`src/rtl/pipe_flow_ctrl.sv`:
```
// rtl/pipe_flow_ctrl.sv - pipeline stall/flush controller with exception masking and stall watchdog
module pipe_flow_ctrl #(
  parameter int unsigned STALL_LIMIT = 64,
  parameter int unsigned MASK_CYCLES = 2
) (
  input  logic        clk,
  input  logic        rst,
  input  logic        stallreq_for_id,
  input  logic        stallreq_for_ex,
  input  logic        stallreq_for_mem,
  input  logic        excp_valid,
  input  logic [31:0] excp_pc,
  output logic [5:0]  stall,
  output logic        flush,
  output logic [31:0] new_pc,
  output logic [1:0]  ctrl_state,
  output logic [31:0] stall_cycles,
  output logic        stall_timeout
);

  typedef enum logic [1:0] {
    ST_RUN   = 2'd0,
    ST_STALL = 2'd1,
    ST_FLUSH = 2'd2,
    ST_MASK  = 2'd3
  } state_t;

  localparam logic [3:0]  MASK_LOAD = 4'(MASK_CYCLES);
  localparam logic [16:0] LIMIT     = 17'(STALL_LIMIT);

  state_t      state;
  state_t      state_next;
  logic [3:0]  mask_cnt;
  logic [3:0]  mask_cnt_next;
  logic [31:0] cap_pc;
  logic [15:0] consec_cnt;
  logic        any_req;
  logic        stall_active;

  assign any_req      = stallreq_for_id | stallreq_for_ex | stallreq_for_mem;
  assign stall_active = |stall;
  assign ctrl_state   = rst ? ST_RUN : state;

  // Per-stage hold mask: deepest requesting stage wins; a flush cycle never holds.
  always_comb begin
    stall = 6'b000000;
    if (!rst && state != ST_FLUSH) begin
      if (stallreq_for_mem)     stall = 6'b011111;
      else if (stallreq_for_ex) stall = 6'b001111;
      else if (stallreq_for_id) stall = 6'b000111;
    end
  end

  // Next-state, mask countdown and flush/redirect outputs.
  always_comb begin
    state_next    = state;
    mask_cnt_next = mask_cnt;
    flush         = 1'b0;
    new_pc        = 32'h0;
    case (state)
      ST_RUN, ST_STALL: begin
        if (excp_valid)   state_next = ST_FLUSH;
        else if (any_req) state_next = ST_STALL;
        else              state_next = ST_RUN;
      end
      ST_FLUSH: begin
        state_next    = ST_MASK;
        mask_cnt_next = MASK_LOAD;
        flush         = !rst;
        new_pc        = rst ? 32'h0 : cap_pc;
      end
      ST_MASK: begin
        // Exceptions are deliberately ignored here, including on the final cycle.
        if (mask_cnt <= 4'd1) begin
          state_next    = any_req ? ST_STALL : ST_RUN;
          mask_cnt_next = 4'd0;
        end else begin
          mask_cnt_next = mask_cnt - 4'd1;
        end
      end
      default: state_next = ST_RUN;
    endcase
  end

  // State register, mask counter and redirect target capture.
  always_ff @(posedge clk) begin
    if (rst) begin
      state    <= ST_RUN;
      mask_cnt <= 4'd0;
      cap_pc   <= 32'h0;
    end else begin
      state    <= state_next;
      mask_cnt <= mask_cnt_next;
      if ((state == ST_RUN || state == ST_STALL) && state_next == ST_FLUSH)
        cap_pc <= excp_pc;
    end
  end

  // Stall statistics: saturating total count, consecutive run and sticky watchdog.
  always_ff @(posedge clk) begin
    if (rst) begin
      stall_cycles  <= 32'h0;
      consec_cnt    <= 16'h0;
      stall_timeout <= 1'b0;
    end else if (stall_active) begin
      if (stall_cycles != 32'hFFFF_FFFF) stall_cycles <= stall_cycles + 32'd1;
      if (consec_cnt != 16'hFFFF)        consec_cnt   <= consec_cnt + 16'd1;
      if (({1'b0, consec_cnt} + 17'd1) >= LIMIT) stall_timeout <= 1'b1;
    end else begin
      consec_cnt <= 16'h0;
    end
  end

endmodule

```
`config.mk`:
```
export PLATFORM = sky130hd
export DESIGN_NAME = pipe_flow_ctrl
export DESIGN_NICKNAME = d
export VERILOG_FILES = /design/src/rtl/pipe_flow_ctrl.sv
export SDC_FILE = /design/constraint.sdc
export NUM_CORES = 1
export LEC_CHECK = 0
export ABC_AREA = 1
export BUFFER_PORTS_ARGS = -buffer_cell sky130_fd_sc_hd__buf_2
export CAP_MARGIN = 20
export CORE_MARGIN = 4
export CORE_UTILIZATION = 35
export DETAILED_ROUTE_END_ITERATION = 12
export GPL_TIMING_DRIVEN = 0
export SLEW_MARGIN = 15
export SYNTH_ARGS = -nofsm -noshare
export SYNTH_HDL_FRONTEND = slang
export SYNTH_SLANG_ARGS = --single-unit
```
`constraint.sdc`:
```
create_clock -name clk -period 1.4 [get_ports clk]
set_input_delay 0.28 -clock clk [delete_from_list [all_inputs] [get_ports clk]]
set_output_delay 0.28 -clock clk [all_outputs]
set_load 0.01 [all_outputs]
```
Yosys cells after proc, flatten, opt, wreduce, memory -nomap -nowiden:

Index checks and enable logic that the tools add are counted.

* $add $sub $neg: 4
* multiply operators: 0
* div/mod/pow operators: 0
* $lt $le $gt $ge: 2
* equality and inequality tests: 7
* shift-type cells: 0
* multiplexer cells: 14
* bitwise operators: 3
* reduce and logical (&&, ||, !) cells: 11

Operators with widths (number)
* $mux W32: 2
* $add A32 B1 Y32 const B: 1
* $ne A32 B32 Y1 const B: 1
* $add A16 B1 Y17 const B: 1
* $ge A17 B7 Y1 const B: 1
* $add A16 B1 Y16 const B: 1
* $ne A16 B16 Y1 const B: 1
* $mux W5: 2
* $mux W4: 2
* $pmux W4 S2: 1
* $eq A2 B2 Y1 const B: 3
* $mux W2: 3
* $pmux W2 S3: 1
* $reduce_or A6 Y1: 1
* $le A4 B1 Y1 const B: 1
* $reduce_and A2 Y1: 2
* $reduce_or A2 Y1: 2
* $sub A4 B1 Y4 const B: 1
* $mux W3: 1
* $eq A2 B1 Y1 const B: 1
* $logic_and A1 B1 Y1: 2
* $logic_not A2 Y1: 1
* $mux W1: 2
* $ne A2 B2 Y1 const B: 1
* 5 further kinds: 6

* register bits: 87
* bits in latches: 0
* bits in writable memories: 0
* memory bits (read-only): 0
* input port bits: 38
* output and inout port bits: 74
* word-level logic and storage cells: 47
* memories: 0

Longest topological paths before layout:

Gate-level depths: netlist (run 1).

* depth after elaboration: 7
* gate-level depth with buffers: 12

Least setup slack after synthesis (run 1):

OpenSTA, ideal clock, no wires.

* path type: register to register
* from: register stall_cycles[0]
* to: register stall_cycles[21]
* library setup time: 115 ps
* arrival time: 1565 ps
* data required time: 1285 ps
* path slack: -280 ps
* cell stages (with the launch flop): 12
* path through: dfxtp_1 ha_1 nand2_1 nor2_1 nand2_2 nor2_4 nand3_2 nand2_4 inv_4 buf_6 a21oi_1 nor2_1

* cells in the longest elaborated chain, start to end: 2

Ends and longest elaborated chain
* from (decl): RTL line 17 `output logic [31:0] stall_cycles,`
* from (signal assigned): RTL line 106 `if (stall_cycles != 32'hFFFF_FFFF) stall_cycles <= stall_cycles + 32'd1;`
* branches (longest 2 deep; another with $add A32 B1 Y32)

Parallel ways; which one is timed is not known.
A chain may end at the register's enable or synchronous reset.

Worst setup path in the final report (run 1):

* from: register state[1]
* to: output stall[2]

* cells in the longest elaborated chain, start to end: 3

Ends and longest elaborated chain
* from (decl): RTL line 31 `state_t state;`
* from (signal assigned): RTL line 92 `state <= state_next;`
* $ne A2 B2 Y1: RTL line 47 `if (!rst && state != ST_FLUSH) begin`
* $logic_and A1 B1 Y1: RTL line 47
* $mux W5: RTL line 47
* to (decl): RTL line 13 `output logic [5:0] stall,`

No other way between the ends.

==> results.py, run 1 <==
metrics = {
    "outcome": {
        "status": "finished with violations",
        "violations": "negative setup slack",
    },
    "min_path": {
        "min_path_type": "in2reg",
        "min_to": "cap_pc[20]$_SDFFE_PP0P_",
        "holdCritStartpoint": "excp_pc[20]",
        "min_path_cells": 3,
    },
    "placed_design": {
        "gp_congestion": 0.8651,
        "port_buffers": 109,
        "dp_hpwl_mm": 9.676,
        "dp_slack_ns": -0.4496,
    },
    "clock_tree": {
        "clkLatencyLatePin_ns": 0.34,
        "cts_buffer_depth": 2,
        "clk_pin_slew_worst_paths_ns": 0.06,
        "cts_sinks": 87,
        "cts_tree": "built",
        "root_buffer": "clkbuf_16",
        "h-tree-depth": 3,
        "cts_buffers": 9,
        "holdBufCountCts": 0,
    },
    "sta": {
        "layout_setup_ws_ns": -0.2756,
        "rsz0062_at_grt": "true",
        "period_share_pct": 119.7,
        "fmax_mhz": 596.8,
        "fin_crit_ns": 1.676,
        "skew_ns": 0.009543,
        "hold_viol": 0,
        "finalMaxSlewViolations": 0,
        "setup_tns_ns": -15.24,
        "hold_slack_ns": 0.1569,
        "finalSetupViolCount": 85,
    },
    "global_routing": {
        "antenna_found_initial": 0,
        "grt_pass1_vias": 4543,
        "grt.total_usage_pct": 18.57,
        "overflow": 0,
        "grt_first_pass_wirelength_mm": 22.40,
        "grt_start_max_net_pins": 15,
    },
    "drt": {
        "avgViaCountPerCell": 4.728,
        "drcViolationCount": 0,
        "ant_nets": 0,
        "first_iter_violations": 214,
        "drt-pass1-iter-count": 4,
        "wire_per_inst_um": 13.27,
        "routed_wl_mm": 13.60,
        "num_vias": 4846,
    },
    "worst_setup_path": {
        "rrSetupSlack_ns": -0.26,
        "critPathLaunchType": "register",
        "worstPathArrival_ns": 1.40,
        "critPathKind": "reg2out",
        "reg2reg_depth": 10,
        "r2r-start": "stall_cycles[1]$_SDFFE_PP0P_",
        "end_kind": "output port",
        "cp_max_fo": 7,
        "reg2reg_to": "stall_cycles[3]$_SDFFE_PP0P_",
        "required_ns": 1.12,
    },
    "final_layout": {
        "syn_to_final_growth_pct": 43.70,
        "n_fill_cell": 1317,
        "drive_gt1_share_pct": 35.40,
        "diodes": 0,
        "nets": 890,
    },
    "flow_run": {
        "maxCapViolCount": 0,
    },
    "floorplanning": {
        "fp.coreArea_sq_um": 12720,
        "die_w_um": 122.4,
        "start_util_pct": 35.99,
        "die_y_um": 122.4,
        "core.rowCount": 41,
        "dieArea_sq_um": 14970,
        "ios": 112,
    },
    "synth": {
        "synth_nets": 741,
        "yosys-top-cells-count": "nor2_1, nand2_1, dfxtp_1",
        "avgSynthCellArea_sq_um": 6.550,
        "ys_async_sr_fraction_pct": 0,
        "synth_seq_cells": 87,
        "synth_edf_count": 0,
        "ys_seq_area_share_pct": 38.04,
        "synth_area_leaders": "dfxtp_1, nor2_1, nand2_1",
        "yosysUniqueCellTypes": 39,
        "yosysTopAreaCellShare_pct": 38.04,
        "ys.flop_type": "dfxtp_1",
        "synth_cells": 699,
        "netlist_area_sq_um": 4578,
        "synth.most_common_cell": "nor2_1",
        "yosysWarnings": 0,
        "synth_top_area_cell": "dfxtp_1",
    },
    "power": {
        "leakage_nw": 2.934,
        "peakVddDrop_mv": 0.7554,
        "powerDensity_nw_per_um2": 942.0,
    },
}
==> cell usage in the layout (no fill, tap or decap), types with 7 or more instances in the layout <==
cell	n
a21oi_1	21
a21oi_2	9
buf_2	105
buf_4	22
buf_6	17
clkbuf_16	10
clkbuf_2	8
dfxtp_1	71
dfxtp_2	7
dfxtp_4	9
inv_1	57
nand2_1	147
nand2_2	9
nand3_1	22
nand4_1	15
nor2_1	129
nor2_2	23
nor2_4	17
nor3_1	10
nor3_2	7
o21ai_0	34
o21ai_2	11
xnor2_1	8
xor2_1	13
==> routing by layer <==
metal  track usage [%]  routed length (um)  vias to the layer above
met3             6.037                 899                       10
met2             29.92                6293                      125
met1             24.25                6295                     2196
li1                  -                   -                     2515
met5                 0                   0                        -
met4             4.269                 114                        0
==> repair_timing <==
action | in CTS | in global routing
setup buffers | 19 | 7
cloned | 3 | 0
endpoints found under the setup margin | 121 | 123
gates resized for setup | 101 | 84
pin swaps | 13 | 22
==> sequential cells by signal (all words and copies together), names as in the netlist <==
name	flops
cap_pc	32
consec_cnt	16
mask_cnt	4
stall_cycles	32
stall_timeout	1
state	2
==> cells by family after synthesis <==
| kind of cell | after synthesis | share of synthesized area [%] |
|---|---|---|
| buf+inv | 97 | 9.292 |
| other cells | 1 | 0.08191 |
| xor+xnor | 22 | 4.209 |
| flops | 87 | 38.04 |
| simple gates | 403 | 37.41 |
| fa+ha+maj | 4 | 1.093 |
| compound gates | 85 | 9.866 |
==> cell type report <==
cell class / count / area (sq um) / area share [%]
multi-input combinational: 515 / 2820 / 42.87
timing repair inverter: 1 / 7.507 / 0.1141
buffer: 30 / 260.3 / 3.956
inverter: 67 / 281.5 / 4.279
tap: 172 / 215.2 / 3.271
clock inverter: 5 / 77.57 / 1.179
timing repair buffer: 137 / 868.3 / 13.20
clock buffer: 11 / 264.0 / 4.013
sequential: 87 / 1784 / 27.12
==> per-stage QoR <==
step                      cells  power (mW)  utilization, %  instance area [sq um]
after global routing       1025       6.461           51.71                   6579
final                      1025       6.197           51.71                   6579
after floorplan             699       3.081               -                   4644
after global placement      980       3.304           42.49                   5405
after detailed placement    980       3.309           42.49                   5405
after CTS                  1018       6.223           49.24                   6265
==> power breakdown <==
part           switching [mW]  internal [mW]
Sequential             0.0632           2.57
Combinational           0.467          0.357
Clock                    1.02           1.72
Total                    1.55           4.64
==> worst max path at each step <==
stage                                       startpoint                      endpoint  slack [ns]  cells past startpoint
final                              state[1]$_SDFF_PP0_                      stall[2]       -0.28                      8
after global routing               state[1]$_SDFF_PP0_                      stall[1]       -0.36                      8
after CTS                          state[1]$_SDFF_PP0_                      stall[2]       -0.27                      8
after detailed placement              stallreq_for_mem                      stall[1]       -0.45                      6
after global placement                stallreq_for_mem                      stall[1]       -0.45                      6
after floorplan           stall_cycles[1]$_SDFFE_PP0P_  stall_cycles[0]$_SDFFE_PP0P_       -0.13                     11
==> critical path, cell delays in order (launching register included) <==
cell and delay, ns:
dfxtp_4 0.35, inv_4 0.06, nor2_4 0.03, inv_4 0.11, nand2_4 0.07, nor2_4 0.13
buf_6 0.13, buf_6 0.09, buf_6 0.09
No activity file was read; power rests on OpenSTA's default activity.
==> inputs of run 2 (changes only) <==
clock period = 1.7 ns   (was 1.4 ns; I/O delays follow)
==> run 2 against run 1 <==
  * The flow still finishes with violations (negative setup slack)
  * Register-to-register slack better by 0.24 ns
  * Power decreased by 23%
  * Sequential share of layout area up 0.58 points
  * Worst setup slack better by 0.23 ns
  * Non-clock buffer count grew 8
  * Clock power down 30%
  * Cell count increased by 0.49%
  * Critical endpoint is now stall[1]
  * Largest power group is now registers
==> results.py, run 2 (synthesis gave the netlist of run 1 again) <==
metrics = {
    "sta": {
        "rsz0062_at_grt": "true",
        "finalSetupViolCount": 9,
        "fin_crit_ns": 1.747,
        "layout_setup_ws_ns": -0.04740,
        "hold_viol": 0,
        "skew_ns": 0.005602,
        "slew_headroom_pct": 56.50,
        "hold_slack_ns": 0.2108,
        "period_share_pct": 102.8,
        "finalMaxSlewViolations": 0,
        "tightest_slew_ns": 0.6526,
        "fmax_mhz": 572.3,
    },
    "worst_setup_path": {
        "end_kind": "output port",
        "cp_max_fo": 6,
        "path_cells": "inv_4 -> nor2_4 -> inv_4 -> nand2_4 -> nor2_4 -> buf_8 -> buf_6 -> buf_6",
        "rrSetupSlack_ns": -0.02,
        "critPathKind": "reg2out",
        "required_ns": 1.36,
        "worstPathArrival_ns": 1.41,
        "critPathLaunchType": "register",
        "crit_slowest_cell": "dfxtp_4",
        "cp_slowest_stage_delay_ns": 0.36,
    },
    "clock_tree": {
        "clkLatencyLatePin_ns": 0.34,
        "cts_buffers": 9,
        "clk_pin_slew_worst_paths_ns": 0.06,
        "cts_sinks": 87,
        "h-tree-depth": 3,
        "cts_tree": "built",
        "root_buffer": "clkbuf_16",
        "cts_buffer_depth": 2,
        "holdBufCountCts": 0,
    },
    "global_routing": {
        "overflow": 0,
        "grt_start_max_net_pins": 14,
        "grt_pass1_vias": 4422,
        "grt_first_pass_wirelength_mm": 21.68,
        "grt.total_usage_pct": 18.03,
        "antenna_found_initial": 0,
    },
    "final_layout": {
        "reg.largest.list": "cap_pc x32, stall_cycles x32, consec_cnt x16",
        "diodes": 0,
        "nets": 897,
        "drive_gt1_share_pct": 35.08,
        "instances_no_fill": 1030,
        "layout_common_cells": "nor2_1, nand2_1, buf_2, dfxtp_1, inv_1",
        "final_common_cell": "nor2_1",
        "syn_to_final_growth_pct": 40.99,
        "n_fill_cell": 1333,
    },
    "min_path": {
        "min_path_type": "in2reg",
    },
    "drt": {
        "ant_nets": 0,
        "num_vias": 4859,
        "routed_wl_mm": 13.63,
        "avgViaCountPerCell": 4.717,
        "drt-pass1-iter-count": 5,
        "wire_per_inst_um": 13.23,
        "drcViolationCount": 0,
        "first_iter_violations": 316,
    },
    "outcome": {
        "violations": "negative setup slack",
        "status": "finished with violations",
    },
    "power": {
        "powerDensity_nw_per_um2": 740.0,
        "peakVddDrop_mv": 0.7544,
        "leakage_nw": 2.941,
    },
    "floorplanning": {
        "fp.coreArea_sq_um": 12720,
        "die_w_um": 122.4,
        "die_y_um": 122.4,
        "ios": 112,
        "dieArea_sq_um": 14970,
        "core.rowCount": 41,
        "start_util_pct": 35.99,
    },
    "placed_design": {
        "dp.cells": 980,
        "gp_congestion": 0.8883,
        "dp_hpwl_mm": 9.458,
        "port_buffers": 109,
    },
    "flow_run": {
        "maxCapViolCount": 0,
    },
}
## run 2: changes by cell type in the layout (fill, tap and decap cells not counted), sizes merged
| cell | before | now |
|---|---|---|
| clkinvlp | 2 | 1 |
| clkbuf | 24 | 30 |
| bufinv | 2 | 1 |
| buf | 154 | 155 |
## run 2: cell type report
type / count / area, sq um / share of cell area [%]
tap: 172 / 215.2 / 3.334
inverter: 67 / 270.3 / 4.187
buffer: 30 / 231.5 / 3.586
clock inverter: 4 / 48.80 / 0.7560
clock buffer: 10 / 229.0 / 3.547
multi-input combinational: 515 / 2754 / 42.66
sequential: 87 / 1788 / 27.70
timing repair buffer: 145 / 918.4 / 14.23
## run 2: where the power goes
| part | total (mW) | leakage (nW) | switching, mW | internal (mW) |
|---|---|---|---|---|
| sequential | 2.17 | 0.723 | 0.0519 | 2.12 |
| combinational | 0.692 | 2.08 | 0.379 | 0.313 |
| clock | 1.91 | 0.138 | 0.793 | 1.12 |
## run 2: layer usage
metal	GRT usage (%)	vias to the layer above	routed length [um]
li1	-	2522	-
met1	24.22	2170	6199
met2	27.38	154	6119
met3	6.406	13	1114
met4	5.108	0	193
met5	0	-	0
## run 2: final timing paths
path                            depth (start not counted)                    startpoint                             to
worst max-delay path                                    8           state[1]$_SDFF_PP0_                       stall[1]
worst min-delay path                                    3                    excp_pc[3]         cap_pc[3]$_SDFFE_PP0P_
worst max register to register                         12  stall_cycles[0]$_SDFFE_PP0P_  stall_cycles[28]$_SDFFE_PP0P_
worst min register to register                          2    stall_timeout$_SDFFE_PP0P_     stall_timeout$_SDFFE_PP0P_
## run 2: critical path: cells and delay by family, from the launching register on
family | cells | cell delay, ns
buffers and inverters | 5 | 0.47
AND/OR/NAND/NOR | 3 | 0.24
flip-flops | 1 | 0.36
## run 2: timing repair
item                                    in CTS  in global routing
setup buffers                               22                 10
endpoints found under the setup margin      84                112
gates cloned                                 1                  3
pin swaps                                    8                 25
gates resized for setup                     56                110
endpoints found under the hold margin        0                  0
## run 2: stage by stage
step           TNS [ns]  setup WS, ns  util [%]  power, mW  area (sq um)
3_3_place_gp     -7.341       -0.2624     41.97      2.705          5339
6_report        -0.1923      -0.04740     50.74      4.777          6455
4_1_cts          -1.206       -0.1327     46.92      4.740          5969
2_1_floorplan         0       0.02008         -      2.527          4578
3_5_place_dp     -7.996       -0.2644     41.97      2.705          5339
5_1_grt          -2.636       -0.1091     50.74      5.010          6455
==> inputs of run 3 (changes only) <==
ABC_AREA = unset   (was 1)
SLEW_MARGIN = unset   (was 15)
clock period = 1.8 ns   (was 1.7 ns; I/O delays follow)
==> run 3 against run 2 <==
  * The run still ends with negative setup slack left
  * Clock skew up 0.0043 ns
  * Power down 5.2%
  * Utilization up 7.8 points
  * Non-clock buffer count up 40
  * Sequential share of layout area down 0.85 points
  * Sequential power down 7%
  * Cell count down 15%
  * Global-route usage down 0.050 points
  * Critical path type is now reg2reg
  * Highest routed layer unchanged
==> results.py, run 3 <==
metrics = {
    "outcome": {
        "status": "finished with violations",
        "violations": "negative setup slack",
    },
    "sta": {
        "fin_crit_ns": 2.192,
        "setup_tns_ns": -5.639,
        "hold_viol": 0,
        "period_share_pct": 121.8,
        "fmax_mhz": 456.2,
        "finalSetupViolCount": 59,
        "rsz0062_at_grt": "true",
        "layout_setup_ws_ns": -0.3919,
        "skew_ns": 0.009854,
        "slew_headroom_pct": 53.65,
        "finalMaxSlewViolations": 0,
        "hold_slack_ns": 0.2548,
        "tightest_slew_ns": 0.6953,
    },
    "synth": {
        "yosysWarnings": 0,
        "yosys-top-cells-count": "nand2_1, dfxtp_1, a21oi_1",
        "synth_area_leaders": "dfxtp_1, nand2_1, a21oi_1",
        "ys_async_sr_fraction_pct": 0,
        "synth_seq_cells": 87,
        "avgSynthCellArea_sq_um": 7.824,
        "yosysUniqueCellTypes": 47,
        "synth_edf_count": 0,
        "netlist_area_sq_um": 4202,
        "synth_cells": 537,
        "synth_nets": 579,
        "synth_top_area_cell": "dfxtp_1",
        "ys_seq_area_share_pct": 41.45,
        "synth.most_common_cell": "nand2_1",
        "yosysTopAreaCellShare_pct": 41.45,
        "ys.flop_type": "dfxtp_1",
    },
    "worst_setup_path": {
        "cp_max_fo": 7,
        "critPathLaunchType": "register",
        "crit_family": "simple AND/OR/NAND/NOR gates",
        "worstPathArrival_ns": 2.46,
        "critical_path_buf_inv_count": 0,
        "end_kind": "register",
        "path_cells": "nand4_1 -> or4_1 -> or4_4 -> or3_1 -> a21oi_1",
        "critPathKind": "reg2reg",
        "cp_slowest_stage_delay_ns": 0.59,
        "required_ns": 2.07,
        "crit_slowest_cell": "or4_1",
    },
    "clock_tree": {
        "cts_buffers": 9,
        "holdBufCountCts": 0,
        "root_buffer": "clkbuf_16",
        "cts_sinks": 87,
        "h-tree-depth": 3,
        "clkLatencyLatePin_ns": 0.34,
        "cts_tree": "built",
        "clk_pin_slew_worst_paths_ns": 0.07,
        "cts_buffer_depth": 2,
    },
    "global_routing": {
        "overflow": 0,
        "grt.total_usage_pct": 17.98,
        "antenna_found_initial": 0,
        "grt_pass1_vias": 4294,
        "grt_start_max_net_pins": 17,
        "grt_first_pass_wirelength_mm": 21.00,
    },
    "final_layout": {
        "reg.largest.list": "cap_pc x32, stall_cycles x32, consec_cnt x16",
        "instances_no_fill": 875,
        "drive_gt1_share_pct": 46.72,
        "nets": 769,
        "final_common_cell": "buf_2",
        "syn_to_final_growth_pct": 61.26,
        "layout_common_cells": "buf_2, nand2_1, a21oi_1, buf_4, dfxtp_1",
        "diodes": 0,
        "fin_util_pct": 58.58,
    },
    "power": {
        "peakVddDrop_mv": 0.3919,
        "leakage_nw": 2.901,
        "p_total_mw": 4.529,
        "powerDensity_nw_per_um2": 668.4,
    },
    "placed_design": {
        "gp_congestion": 0.8373,
        "dp.cells": 790,
        "port_buffers": 110,
        "dp_hpwl_mm": 8.697,
    },
    "drt": {
        "avgViaCountPerCell": 5.368,
        "drt-pass1-iter-count": 4,
        "drcViolationCount": 0,
        "wire_per_inst_um": 16.04,
        "num_vias": 4697,
        "first_iter_violations": 290,
        "routed_wl_mm": 14.03,
        "ant_nets": 0,
    },
    "floorplanning": {
        "ios": 112,
        "dieArea_sq_um": 13820,
        "core.rowCount": 39,
        "die_y_um": 117.6,
        "die_w_um": 117.6,
        "fp.coreArea_sq_um": 11560,
        "start_util_pct": 36.33,
    },
    "flow_run": {
        "maxCapViolCount": 0,
    },
    "min_path": {
        "min_path_type": "in2reg",
    },
}
## run 3: changes by cell type after synthesis, moves of 8 or more
cell	change
inv_1	-52
nor2_1	-129
a21oi_1	+34
or4_1	+10
and3_1	+37
nand2_1	-71
or3_1	+14
clkbuf_1	+8
o21ai_0	-29
## run 3: area by class of cell
| type | instances | area, sq um |
|---|---|---|
| fill | 985 | 4790 |
| multi-input combinational | 404 | 2801 |
| sequential | 87 | 1819 |
| timing repair buffer | 182 | 1349 |
| buffer | 33 | 267.8 |
| clock buffer | 9 | 225.2 |
| tap | 143 | 178.9 |
| clock inverter | 7 | 76.32 |
| inverter | 9 | 50.05 |
| timing repair inverter | 1 | 7.507 |
## run 3: power breakdown
group	switching [mW]	total, mW	leakage (nW)	internal, mW
Combinational	0.312	0.590	2.02	0.278
Sequential	0.0411	2.01	0.728	1.97
Clock	0.832	1.92	0.151	1.09
Total	1.18	4.53	2.90	3.34
## run 3: worst reg2reg max path, stage by stage (launching register included)
cell,delay [ns]
dfxtp_2,0.37
nand4_1,0.23
or4_1,0.59
or4_4,0.48
or3_1,0.33
a21oi_1,0.14
## run 3: timing repair
action / CTS / global route
setup buffers: 28 / 37
resized for setup: 112 / 119
pin swaps: 12 / 35
cloned: 5 / 4
endpoints found under the setup margin: 99 / 106
## run 3: cells by family after synthesis
| family | share of synthesized area (%) |
|---|---|
| other | 0.08925 |
| adder cells (fa/ha/maj) | 1.191 |
| AND/OR/NAND/NOR | 32.52 |
| multiplexers | 3.008 |
| AO/OA/AOI/OAI | 13.61 |
| XOR/XNOR | 3.544 |
| flip-flops | 41.45 |
| buffers and inverters | 4.586 |
## run 3: final timing paths
check | startpoint | depth (start not counted) | slack (ns) | endpoint
hold reg to reg | cap_pc[11]$_SDFFE_PP0P_ | 2 | 0.45 | cap_pc[11]$_SDFFE_PP0P_
setup / recovery | stall_cycles[17]$_SDFFE_PP0P_ | 5 | -0.39 | stall_cycles[26]$_SDFFE_PP0P_
setup reg to reg | stall_cycles[17]$_SDFFE_PP0P_ | 5 | -0.39 | stall_cycles[26]$_SDFFE_PP0P_
hold / removal | excp_pc[17] | 3 | 0.25 | cap_pc[17]$_SDFFE_PP0P_
## run 3: per-stage QoR
| step | instance area [sq um] | worst slack [ns] |
|---|---|---|
| after floorplan | 4303 | -0.2218 |
| after global placement | 5032 | -0.7617 |
| after detailed placement | 5032 | -0.7809 |
| after CTS | 6060 | -0.3202 |
| after global routing | 6775 | -0.4723 |
| final | 6775 | -0.3919 |
## run 3: layer usage
metal  vias up  GRT usage [%]  wire (um)
li1       2298              -          -
met1      2227          22.26       5972
met2       150          30.96       7106
met3        22          3.556        660
met4         0          6.740        292
met5         -              0          0
